## src/rtl/bpsk_tx_scheduler.sv

```systemverilog
// bpsk_tx_scheduler: round-robin arbiter that frames one packet at a time
// (preamble, MSB-first payload, guard) onto the shared BPSK transmit chain.
module bpsk_tx_scheduler #(
  parameter int NUM_SOURCES   = 4,
  parameter int PACKET_SIZE   = 16,
  parameter int PREAMBLE_BITS = 8,
  parameter int GUARD_BITS    = 4,
  localparam int SRC_W        = $clog2(NUM_SOURCES)
) (
  input  logic                              i_clock,
  input  logic                              i_reset_n,
  input  logic                              i_bit_tick,
  input  logic [NUM_SOURCES-1:0]            i_req,
  input  logic [NUM_SOURCES*PACKET_SIZE-1:0] i_packet_in,
  output logic [NUM_SOURCES-1:0]            o_ack,
  output logic [NUM_SOURCES-1:0]            o_done,
  output logic [SRC_W-1:0]                  o_grant_id,
  output logic                              o_busy,
  output logic                              o_tx_enable,
  output logic                              o_current_bit
);
  localparam int MAX_A = PREAMBLE_BITS > PACKET_SIZE ? PREAMBLE_BITS : PACKET_SIZE;
  localparam int MAX_B = MAX_A > GUARD_BITS ? MAX_A : GUARD_BITS;
  localparam int CNT_W = $clog2(MAX_B > 2 ? MAX_B : 2);
  localparam logic [CNT_W-1:0] PRE_LAST = CNT_W'(PREAMBLE_BITS - 1);
  localparam logic [CNT_W-1:0] PKT_LAST = CNT_W'(PACKET_SIZE - 1);
  localparam logic [CNT_W-1:0] GRD_LAST = CNT_W'(GUARD_BITS - 1);
  typedef enum logic [2:0] {IDLE, ARMED, PREAMBLE, PAYLOAD, GUARD} state_t;
  state_t                   r_state;
  logic [SRC_W-1:0]         r_rr_ptr;
  logic [SRC_W-1:0]         r_grant;
  logic [CNT_W-1:0]         r_cnt;
  logic [PACKET_SIZE-1:0]   r_shift;
  logic [NUM_SOURCES-1:0]   r_ack;
  logic [NUM_SOURCES-1:0]   r_done;
  logic                     r_tx;
  logic                     r_cur;
  logic [SRC_W-1:0]         w_winner;
  logic [SRC_W-1:0]         w_next_ptr;
  logic                     w_finish;
  int                       w_idx;
  // Scan offsets from highest to lowest so the nearest request to rr_ptr wins.
  always_comb begin
    w_winner = '0;
    w_idx    = 0;
    for (int k = NUM_SOURCES - 1; k >= 0; k--) begin
      w_idx = int'(r_rr_ptr) + k;
      w_idx = w_idx >= NUM_SOURCES ? w_idx - NUM_SOURCES : w_idx;
      if (i_req[w_idx]) w_winner = SRC_W'(w_idx);
    end
  end
  assign w_next_ptr = (r_grant == SRC_W'(NUM_SOURCES - 1)) ? '0 : r_grant + 1'b1;
  assign w_finish   = i_bit_tick &&
                      ((r_state == PAYLOAD && r_cnt == PKT_LAST && GUARD_BITS == 0) ||
                       (r_state == GUARD && r_cnt == GRD_LAST));
  always_ff @(posedge i_clock or negedge i_reset_n) begin
    if (!i_reset_n) begin
      r_state  <= IDLE;
      r_rr_ptr <= '0;
      r_grant  <= '0;
      r_cnt    <= '0;
      r_shift  <= '0;
      r_ack    <= '0;
      r_done   <= '0;
      r_tx     <= 1'b0;
      r_cur    <= 1'b0;
    end else begin
      r_ack  <= '0;
      r_done <= '0;
      if (w_finish) begin
        r_state  <= IDLE;
        r_tx     <= 1'b0;
        r_cur    <= 1'b0;
        r_cnt    <= '0;
        r_done   <= NUM_SOURCES'(1) << r_grant;
        r_rr_ptr <= w_next_ptr;
      end else begin
        case (r_state)
          IDLE: if (|i_req) begin
            r_shift <= i_packet_in[w_winner*PACKET_SIZE +: PACKET_SIZE];
            r_grant <= w_winner;
            r_ack   <= NUM_SOURCES'(1) << w_winner;
            r_state <= ARMED;
          end
          ARMED: if (i_bit_tick) begin
            r_state <= PREAMBLE;
            r_tx    <= 1'b1;
            r_cur   <= 1'b1;
            r_cnt   <= '0;
          end
          PREAMBLE: if (i_bit_tick) begin
            if (r_cnt == PRE_LAST) begin
              r_state <= PAYLOAD;
              r_cur   <= r_shift[PACKET_SIZE-1];
              r_cnt   <= '0;
            end else begin
              r_cnt <= r_cnt + 1'b1;
              r_cur <= ~r_cur;
            end
          end
          PAYLOAD: if (i_bit_tick) begin
            if (r_cnt == PKT_LAST) begin
              r_state <= GUARD;
              r_cur   <= 1'b0;
              r_cnt   <= '0;
            end else begin
              r_shift <= r_shift << 1;
              r_cur   <= r_shift[PACKET_SIZE-2];
              r_cnt   <= r_cnt + 1'b1;
            end
          end
          GUARD: if (i_bit_tick) r_cnt <= r_cnt + 1'b1;
          default: r_state <= IDLE;
        endcase
      end
    end
  end
  assign o_ack         = r_ack;
  assign o_done        = r_done;
  assign o_grant_id    = r_grant;
  assign o_busy        = (r_state != IDLE);
  assign o_tx_enable   = r_tx;
  assign o_current_bit = r_cur;
endmodule

```

## config.mk

```make
export PLATFORM = sky130hd
export DESIGN_NAME = bpsk_tx_scheduler
export DESIGN_NICKNAME = d
export VERILOG_FILES = /design/src/rtl/bpsk_tx_scheduler.sv
export SDC_FILE = /design/constraint.sdc
export NUM_CORES = 1
export LEC_CHECK = 0
export ABC_AREA = 1
export BUFFER_PORTS_ARGS = -buffer_cell sky130_fd_sc_hd__buf_2
export CAP_MARGIN = 0
export CELL_PAD_IN_SITES_DETAIL_PLACEMENT = 0
export CELL_PAD_IN_SITES_GLOBAL_PLACEMENT = 2
export CORE_MARGIN = 4
export CORE_UTILIZATION = 28
export DETAILED_ROUTE_END_ITERATION = 16
export HOLD_SLACK_MARGIN = 0.15
export PLACE_DENSITY = 0.86
export SYNTH_ARGS = -nofsm -noshare
export SYNTH_HDL_FRONTEND = slang
export SYNTH_SLANG_ARGS = --single-unit
```

## constraint.sdc

```tcl
create_clock -name i_clock -period 2.7 [get_ports i_clock]
set_input_delay 0.135 -clock i_clock [delete_from_list [all_inputs] [get_ports i_clock]]
set_output_delay 0.135 -clock i_clock [all_outputs]
set_load 0.005 [all_outputs]
```

After elaboration in Yosys (flattened, before gate mapping) --
Index checks and enable logic that the tools add are counted.
Word-level totals: flip-flop bits (word level) 37, bits of input ports 71
Cells by class: $add $sub $neg 9, $lt $le $gt $ge 8, eq/ne operators 19, shifts and indexed selects 3, mux-type cells 54, bitwise logic cells 2, reductions and logical operators 16
Operators by type and width (number):
- 32-bit by 4-bit less-than comparator with 1-bit output (second input constant) | 4
- 32-bit two-way mux | 4
- 64-bit by 7-bit variable part select with 16-bit output | 1
- 16-bit two-way mux | 3
- 4-bit two-way mux | 11
- 16-bit case mux with 2 select lines | 1
- 3-bit two-way mux | 7
- 3-bit != test (second input constant) | 6
- 1-bit two-way mux | 16
- 4-bit case mux with 4 select lines | 1
- 3-bit case mux with 5 select lines | 1
- 3-bit by 3-bit subtractor with 4-bit output (second input constant) | 3
- 2-bit two-way mux | 5
- 5-bit AND reduction | 2
- 3-bit greater-or-equal comparator (second input constant) | 3
- 1-bit binary-select mux with 2-bit select | 4
- 2-bit != test (second input constant) | 4
- 1-bit by 2-bit left shift with 4-bit output (first input constant) | 2
- 7-bit AND reduction | 1
- 2-bit by 2-bit adder with 3-bit output (second input constant) | 2
- 3-bit by 2-bit equality test with 1-bit output (second input constant) | 2
- 2-bit nonzero test | 3
- 5-bit nonzero test | 1
- 4-bit by 1-bit adder with 4-bit output (second input constant) | 1
- other kinds (21) | 23

Longest topological paths before layout --
Gate-level depths: netlist of the first run.
depth in word-level cells 14, gate-level depth with buffers 16, gate-level depth less buffers 14

Least setup slack after synthesis of the first run --
OpenSTA, ideal clock, no wires.
path type reg2reg, start point reg r_rr_ptr[0], end point reg r_shift[4], setup time 116 ps, arrival 1547 ps, data required time 2584 ps, slack 1037 ps, stages on the path, launching flop included 17, period minus slack after synthesis 1663 ps, cells stage by stage dfrtp_1 > buf_4 > inv_2 > nand2_1 > nand3_1 > nand2_1 > nand3_2 > nand2_1 > nand2_2 > nand2_4 > buf_4 > nand3_1 > nand2_1 > nor2_1 > nand2_1 > nand2_1 > nand2_1
Between the ends: word-level cells in the longest chain between the ends 13, elaborated cells between the ends (all ways) 34
Ends and longest elaborated chain:
- start: declaration | RTL line 30 | logic [SRC_W-1:0] r_rr_ptr;
- start signal: assignment | RTL line 76 | r_rr_ptr <= w_next_ptr;
- 2-bit by 2-bit adder with 3-bit output | RTL line 47 | w_idx = int'(r_rr_ptr) + k;
- 3-bit by 3-bit subtractor with 4-bit output / 3-bit greater-or-equal comparator (equally long branches) | RTL line 48 | w_idx = w_idx >= NUM_SOURCES ? w_idx - NUM_SOURCES : w_idx;
- 32-bit two-way mux | RTL line 48
- 1-bit binary-select mux with 2-bit select | RTL line 49 | if (i_req[w_idx]) w_winner = SRC_W'(w_idx);
- 1-bit two-way mux (implied by the code) (2 in a row) | RTL line 49
- 2-bit two-way mux (3 in a row) | RTL line 49
- 2-bit two-way mux * | RTL line 49
- 64-bit by 7-bit variable part select with 16-bit output * | RTL line 80 | r_shift <= i_packet_in[w_winner*PACKET_SIZE +: PACKET_SIZE];
- 16-bit two-way mux * | RTL line 79 | IDLE: if (|i_req) begin
- 16-bit case mux with 2 select lines * | RTL line 78 | case (r_state)
- end signal: assignment | RTL line 80
- end signal: assignment | RTL line 107 | r_shift <= r_shift << 1;
- end: declaration | RTL line 33 | logic [PACKET_SIZE-1:0] r_shift;
Every way passes the cells marked *; elsewhere a longest branch is shown, timed or not. The select of a mux whose other input is x is not followed. A chain may end at the register's enable or synchronous reset.

Worst setup path in the final report of the first run --
start point reg r_rr_ptr[0], end point reg r_shift[15]
Same word-level chain as after synthesis.

==> flow_summary.toml, run 1 <==
[pwr]
ir_worst_vdd_mv = 0.2361
clock_power_share = 0.198
pwr-share-seq = 0.294
internal_dissipation_w = 0.001628
total_power_w = 0.002960
power_density_nw_per_um2 = 905.4
cellLeakagePower_nw = 1.952
power.switching_w = 0.001332
power.switching_fraction = 0.4499
power_share_of_the_combinational_group = 0.509

[timing]
max_slew.worst_pin.slew_ns = 0.8408
post-route-period-util = 0.8408
finalClockSkew_ns = 0.008766
setup_viol = 0
finalHoldViolations = 0
grt_setup_unrepaired = "no"
setup-tns-final_ns = 0
timing.fmax_mhz = 440.5
fin_hold_ws_ns = 0.1612
maxSlewViolCount = 0
tmin_final_ns = 2.270
max-slew-margin-rel = 0.4394

[route]
viasPerCell = 4.570
routed_wl_um = 7757
dr.pass1.iters = 4
drcViolationCount = 0
avgRoutedWirePerCell_um = 12.74
drtIter0Drc = 104
routed-via-count = 2783
ant_nets = 0

[global_routing]
grt_max_degree = 45
grt_usage = 0.1454
first_pass_grt_wire_length_um = 13230
grt_overflow_total = 0
grt_pass1_vias = 2814
antenna_found_initial = 0

[floorplan]
chipWidth_um = 105.0
core_area_um2 = 9196
initial_core_util = 0.2865
i_o_pin_count = 84
num_rows = 35
design.die.area_um2 = 11030
die_y_um = 105.0

[run]
cap_viol_max_count = 0

[critical_path]
worst_ep_arrival_time_ns = 2.51
startpoint_type = "flop"
worst_path_largest_cell_delay_ns = 0.50
worstPathMaxFanout = 44
crit_path_top_delay_cell = "dfrtp_1"
critical_path_class = "flop to flop"
cpMostUsedCell = "nand2_1"
data_required_critical_path_ns = 2.94
path_cells = "inv_2 > nand2_1 > nand3_1 > nand2_1 > nand3_2 > nand3_2 > nand2_4 > inv_1 > nor2_1 > nand2_1 > nand3_1 > nand2_1 > nand2_1"
end_kind = "flop"

[clocking]
cts.repair.resized = 0
cts_root_buffer = "clkbuf_8"
clock_tree.buffer_depth = 2
tritoncts = "done"
cts_buffers = 5
clk_pin_slew_ns = 0.08
cts-htree-levels = 2
clock_sink_count = 37
insertion_delay_ns = 0.29

[yosys]
synth_top_area_share = 0.3514
synth_sequential_area_ratio = 0.3514
synth-compound-area-share = 0.08642
synth_adder_area_share = 0.02374
xor_and_xnor_fraction_of_the_mapped_netlist_area = 0
syn-num-nets = 495
synth_area_per_cell_um2 = 6.289
synthDistinctLibCells = 30
synth_top_family_by_area = "simple AND/OR/NAND/NOR gates"
synth_area_leader = "dfrtp_1"
yosysWarnings = 0
cell_area_synth_um2 = 2635
netlist_instances = 419
synthMuxAreaShare = 0
synth-seq-cells = 37
synth-simple-area-share = 0.4202
post_synth_main_area_contributors = "dfrtp_1, nand2_1, nor2_1, inv_1, nand3_1"

[layout]
drive_gt1_frac = 0.2169
fillCellCount = 1027
antennaDiodeCount = 0
finish.instance_area_um2 = 3269
nNetsFinal = 573
layout.area.seq_um2 = 925.9
multiInputGateArea_um2 = 1401
syn_to_final_growth_pct = 24.07

[placement]
area_after_detailed_placement_um2 = 3126
dp_hpwl_um = 6050
finalWeightedCongestion = 0.7658
placement.io_buffers = 83

[outcome]
outcome = "complete, no violations"

[hold_path]
holdCritPathClass = "primary input to flop"
[cell usage after synthesis]
cell / n
nor4_1: 1
nand4_1: 6
o21ai_1: 8
buf_6: 1
o211ai_1: 6
o21ai_0: 12
or2_2: 1
nand3b_1: 3
a211oi_1: 1
a21oi_1: 6
clkbuf_1: 4
nor3_2: 1
inv_1: 55
buf_2: 6
a21o_1: 1
o41ai_1: 1
buf_1: 1
a31oi_1: 2
buf_4: 4
nand2_2: 2
a21oi_4: 1
ha_1: 5
nor2_1: 71
dfrtp_1: 37
inv_2: 4
nor3_1: 3
nand3_2: 3
nand2_1: 137
nand2_4: 1
nand3_1: 35
[area by class of cell]
cell class	count	area share
inverters	59	0.06774
flip-flops and latches	37	0.2832
clock buffers	5	0.02105
well taps	111	0.04248
clock inverters	3	0.01990
multi-input cells	307	0.4286
repair buffers	87	0.1370
[what timing repair did]
item	4_1_cts	5_1_grt
hold endpoints to repair	37	0
setup buffers	0	0
hold buffers	1	0
[placed cells by master, fill, tap and decap left out, types with 2 or more instances in the layout]
cell and n:
inv_1 55, bufinv_16 2, ha_1 5, dfrtp_1 37, clkbuf_8 5, o211ai_1 6
nand2_1 137, nor3_1 3, o21ai_0 12, a31oi_1 2, nand3b_1 3, nor2_1 71
nand2_2 2, buf_2 83, a21oi_1 6, nand3_2 3, nand4_1 6, nand3_1 35
inv_2 4, buf_4 3, o21ai_1 7
[registers in the layout, indices dropped and copies added, names as in the netlist, 2 cells and up]
signal	count
r_state	3
o_done	4
r_rr_ptr	2
o_ack	4
o_grant_id	2
r_cnt	4
r_shift	16
[stage by stage]
stage / setup slack (ns) / cells / utilization
finish: 0.4300 / 609 / 0.3555
global route: 0.1296 / 609 / 0.3555
CTS: 0.4279 / 609 / 0.3555
detailed placement: 0.4444 / 600 / 0.3399
global placement: 0.5468 / 600 / 0.3399
floorplan: 1.037 / 419 / -
[power by group through the flow]
stage | combinational [W] | sequential [W] | clock (W)
2_1_floorplan | 0.00114 | 0.000851 | 0
3_3_place_gp | 0.00152 | 0.000876 | 0
3_5_place_dp | 0.00153 | 0.000881 | 0
4_1_cts | 0.00154 | 0.000872 | 0.000598
5_1_grt | 0.00179 | 0.000896 | 0.000624
6_report | 0.00151 | 0.000870 | 0.000585
[cell families (layout without fill, tap and decap cells)]
group                      count (synthesis)  in the layout
AOI/OAI and AO/OA                         38             38
adders and majority gates                  5              5
DFF                                       37             37
buffers and inverters                     75            154
and+or+nand+nor                          264            264
[final timing paths]
kind / from / endpoint / slack [ns] / cells past startpoint
min in group asynchronous: i_reset_n / o_done[0] / 0.49 / 2
setup reg to reg: r_rr_ptr[0] / r_shift[15] / 0.43 / 13
hold reg to reg: r_shift[3] / r_shift[3] / 0.49 / 2
setup / recovery: r_rr_ptr[0] / r_shift[15] / 0.43 / 13
hold / removal: i_packet_in[48] / r_shift[0] / 0.16 / 5
max in group asynchronous: i_reset_n / r_shift[8] / 1.67 / 2
[worst max-delay path: cells and delay by family (launching register included)]
family / cells / cell delay (ns)
flip-flops: 1 / 0.50
AND/OR/NAND/NOR: 11 / 1.44
buffers and inverters: 2 / 0.28
[per-layer routing]
layer / vias up / global-route usage / wire length [µm]
met2: 85 / 0.2360 / 3551
li1: 1452 / - / -
met1: 1241 / 0.1970 / 3674
met5: - / 0 / 0
met3: 5 / 0.03706 / 479
met4: 0 / 0.02624 / 51
(Power assumes the default switching activity.)
==> run 2: changes to the inputs <==
--- a/config.mk
+++ b/config.mk
@@ -11,10 +11,10 @@
 export CELL_PAD_IN_SITES_DETAIL_PLACEMENT = 0
 export CELL_PAD_IN_SITES_GLOBAL_PLACEMENT = 2
 export CORE_MARGIN = 4
-export CORE_UTILIZATION = 28
+export CORE_UTILIZATION = 24
 export DETAILED_ROUTE_END_ITERATION = 16
 export HOLD_SLACK_MARGIN = 0.15
-export PLACE_DENSITY = 0.86
+export PLACE_DENSITY = 0.78
 export SYNTH_ARGS = -nofsm -noshare
 export SYNTH_HDL_FRONTEND = slang
 export SYNTH_SLANG_ARGS = --single-unit
==> constraint.sdc (replaced) <==
create_clock -name i_clock -period 2 [get_ports i_clock]
set_input_delay 0.1 -clock i_clock [delete_from_list [all_inputs] [get_ports i_clock]]
set_output_delay 0.1 -clock i_clock [all_outputs]
set_load 0.005 [all_outputs]
==> run 2 against run 1 <==
  * Critical path depth grew 2
  * Die area up 15%
  * First-iteration DRC count decreased by 13%
  * Sequential power rose by 36%
  * Clock skew decreased by 0.0034 ns
  * Count of clock-buffer cells in the layout rose by 2
  * Cell count is 7.9% higher
  * Global-route usage down 1.8 points
  * Flip-flop and latch count is the same
  * Register-to-register slack worse by 0.40 ns
  * Setup slack worse by 0.40 ns
  * Routed wire length grew 9.3%
  * Critical endpoint is now r_shift[14]
==> flow_summary.toml, run 2 (synthesis gave the netlist of run 1 again) <==
[critical_path]
startpoint_type = "flop"
cpMostUsedCell = "nand2_1"
path_cells = "buf_4 > nand2_2 > nand3_2 > nand2_2 > nand3_4 > nand2_4 > nand2_8 > nand2_8 > buf_6 > buf_4 > nand2_1 > nand2_1 > nor2_1 > o21ai_1 > nand2_1"
timing.critical_path.max_delay_family = "simple AND/OR/NAND/NOR gates"
critPathLaunch = "r_rr_ptr[0]"
worst_ep_arrival_time_ns = 2.15
critical_path_class = "flop to flop"
end_kind = "flop"
data_required_critical_path_ns = 2.18
critPathBufInv = 3
worstPathMaxFanout = 8
worst_path_largest_cell_delay_ns = 0.47
worstReg2RegStart = "r_rr_ptr[0]"
crit_path_top_delay_cell = "dfrtp_2"

[placement]
dp_hpwl_um = 6272
finalWeightedCongestion = 0.8204
area_after_detailed_placement_um2 = 3244
placement.io_buffers = 83
placed_cells = 635

[clocking]
clk_pin_slew_ns = 0.08
clock_tree.buffer_depth = 2
cts_root_buffer = "clkbuf_8"
clock_sink_count = 37
cts-htree-levels = 2
insertion_delay_ns = 0.29
cts_buffers = 5
tritoncts = "done"

[timing]
max-slew-margin-rel = 0.4181
grt_setup_unrepaired = "yes"
tmin_final_ns = 1.969
finalClockSkew_ns = 0.005366
finalHoldViolations = 0
max_slew.worst_pin.slew_ns = 0.8728
setup-tns-final_ns = 0
fin_hold_ws_ns = 0.1498
timing.fmax_mhz = 508.0
maxSlewViolCount = 0
setup_viol = 0
post-route-period-util = 0.9843

[route]
routed_wl_um = 8477
viasPerCell = 4.396
routed-via-count = 2888
drtIter0Drc = 91
dr.pass1.iters = 4
avgRoutedWirePerCell_um = 12.90
ant_nets = 0
drcViolationCount = 0

[pwr]
cellLeakagePower_nw = 2.099
power_density_nw_per_um2 = 1165
ir_worst_vdd_mv = 0.4311

[layout]
nNetsFinal = 596
antennaDiodeCount = 0
commonest_non_fill_non_tap_cell_in_the_layout = "nand2_1"
top_register = "r_shift"
drive_gt1_frac = 0.2917
commonest_cells_after_routing_fill_and_taps_aside = "nand2_1, buf_2, nor2_1, inv_1, dfrtp_1"
fin_cells = 657
finish.instance_area_um2 = 3662
syn_to_final_growth_pct = 38.98
largest_register_ffs = 16
fillCellCount = 1150

[run]
cap_viol_max_count = 0

[outcome]
outcome = "complete, no violations"

[floorplan]
num_rows = 37
design.die.area_um2 = 12720
die_y_um = 112.8
core_area_um2 = 10510
chipWidth_um = 112.8
i_o_pin_count = 84
initial_core_util = 0.2507

[hold_path]
holdCritPathClass = "primary input to flop"
hold_path.startpoint = "i_packet_in[32]"

[global_routing]
grt_pass1_vias = 2820
antenna_found_initial = 1
grt.met1_usage = 0.1713
grt_use_met2 = 0.2034
grt_max_degree = 38
first_pass_grt_wire_length_um = 13330
most_used_layer_global_route = "met2"
grt_overflow_total = 0
grt_usage = 0.1270
globalRouteMet3Util = 0.03369
==> run 2: cell count changes in the layout (fill, tap and decap cells not counted), moves of 3 or more <==
cell	change
buf_6	+6
nand3_1	-4
nand2_1	-9
buf_4	+10
nand2_2	+6
nand3_4	+3
buf_12	+3
nor2_1	-5
nor2_2	+5
==> run 2: timing repair <==
item | 4_1_cts | 5_1_grt
pin swaps | 0 | 13
gates cloned | 0 | 1
resized for setup | 1 | 48
setup endpoints to repair | 8 | 17
hold endpoints to repair | 38 | 0
hold buffers | 2 | 0
setup buffers | 0 | 11
==> run 2: path summary, 6_finish.rpt <==
path	depth (start not counted)	slack, ns	end
max in group asynchronous	2	0.94	r_rr_ptr[0]
worst min-delay path	5	0.15	r_shift[0]
worst max register to register	15	0.03	r_shift[14]
worst max-delay path	15	0.03	r_shift[14]
worst min register to register	2	0.48	r_shift[8]
min in group asynchronous	2	0.47	r_rr_ptr[1]
==> run 2: final cells by class <==
cell class / count / area [µm²] / share of cell area
tap: 136 / 170.2 / 0.04646
timing repair buffer: 110 / 715.7 / 0.1954
multi-input combinational: 307 / 1515 / 0.4137
sequential: 37 / 928.4 / 0.2535
clock inverter: 1 / 5.005 / 0.001367
inverter: 59 / 231.5 / 0.06320
clock buffer: 7 / 96.34 / 0.02631
==> run 2: worst reg2reg max path, stage by stage, from the launching register on <==
cell and delay [ns]:
dfrtp_2 0.47, buf_4 0.16, nand2_2 0.08, nand3_2 0.10, nand2_2 0.09, nand3_4 0.10
nand2_4 0.10, nand2_8 0.08, nand2_8 0.12, buf_6 0.14, buf_4 0.11, nand2_1 0.04
nand2_1 0.05, nor2_1 0.04, o21ai_1 0.13, nand2_1 0.06
==> run 2: power by group <==
part	leakage, nW	total [W]	internal [W]	switching [W]
Combinational	1.58	0.00249	0.000998	0.00149
Clock	0.0542	0.000597	0.000312	0.000285
Sequential	0.461	0.00118	0.00101	0.000168
Total	2.10	0.00427	0.00232	0.00194
==> run 2: layer usage <==
| layer | vias up | wire, µm |
|---|---|---|
| li1 | 1505 | - |
| met1 | 1280 | 4081 |
| met2 | 87 | 3705 |
| met3 | 14 | 544 |
| met4 | 2 | 138 |
| met5 | - | 7 |
==> run 2: stage by stage <==
step	total power, W	utilization	setup WS, ns
6_report	0.004266	0.3485	0.03144
5_1_grt	0.004717	0.3485	-0.07367
4_1_cts	0.004004	0.3204	0.04110
3_5_place_dp	0.003393	0.3087	-0.03511
3_3_place_gp	0.003380	0.3087	-0.03450
2_1_floorplan	0.002690	-	0.3367
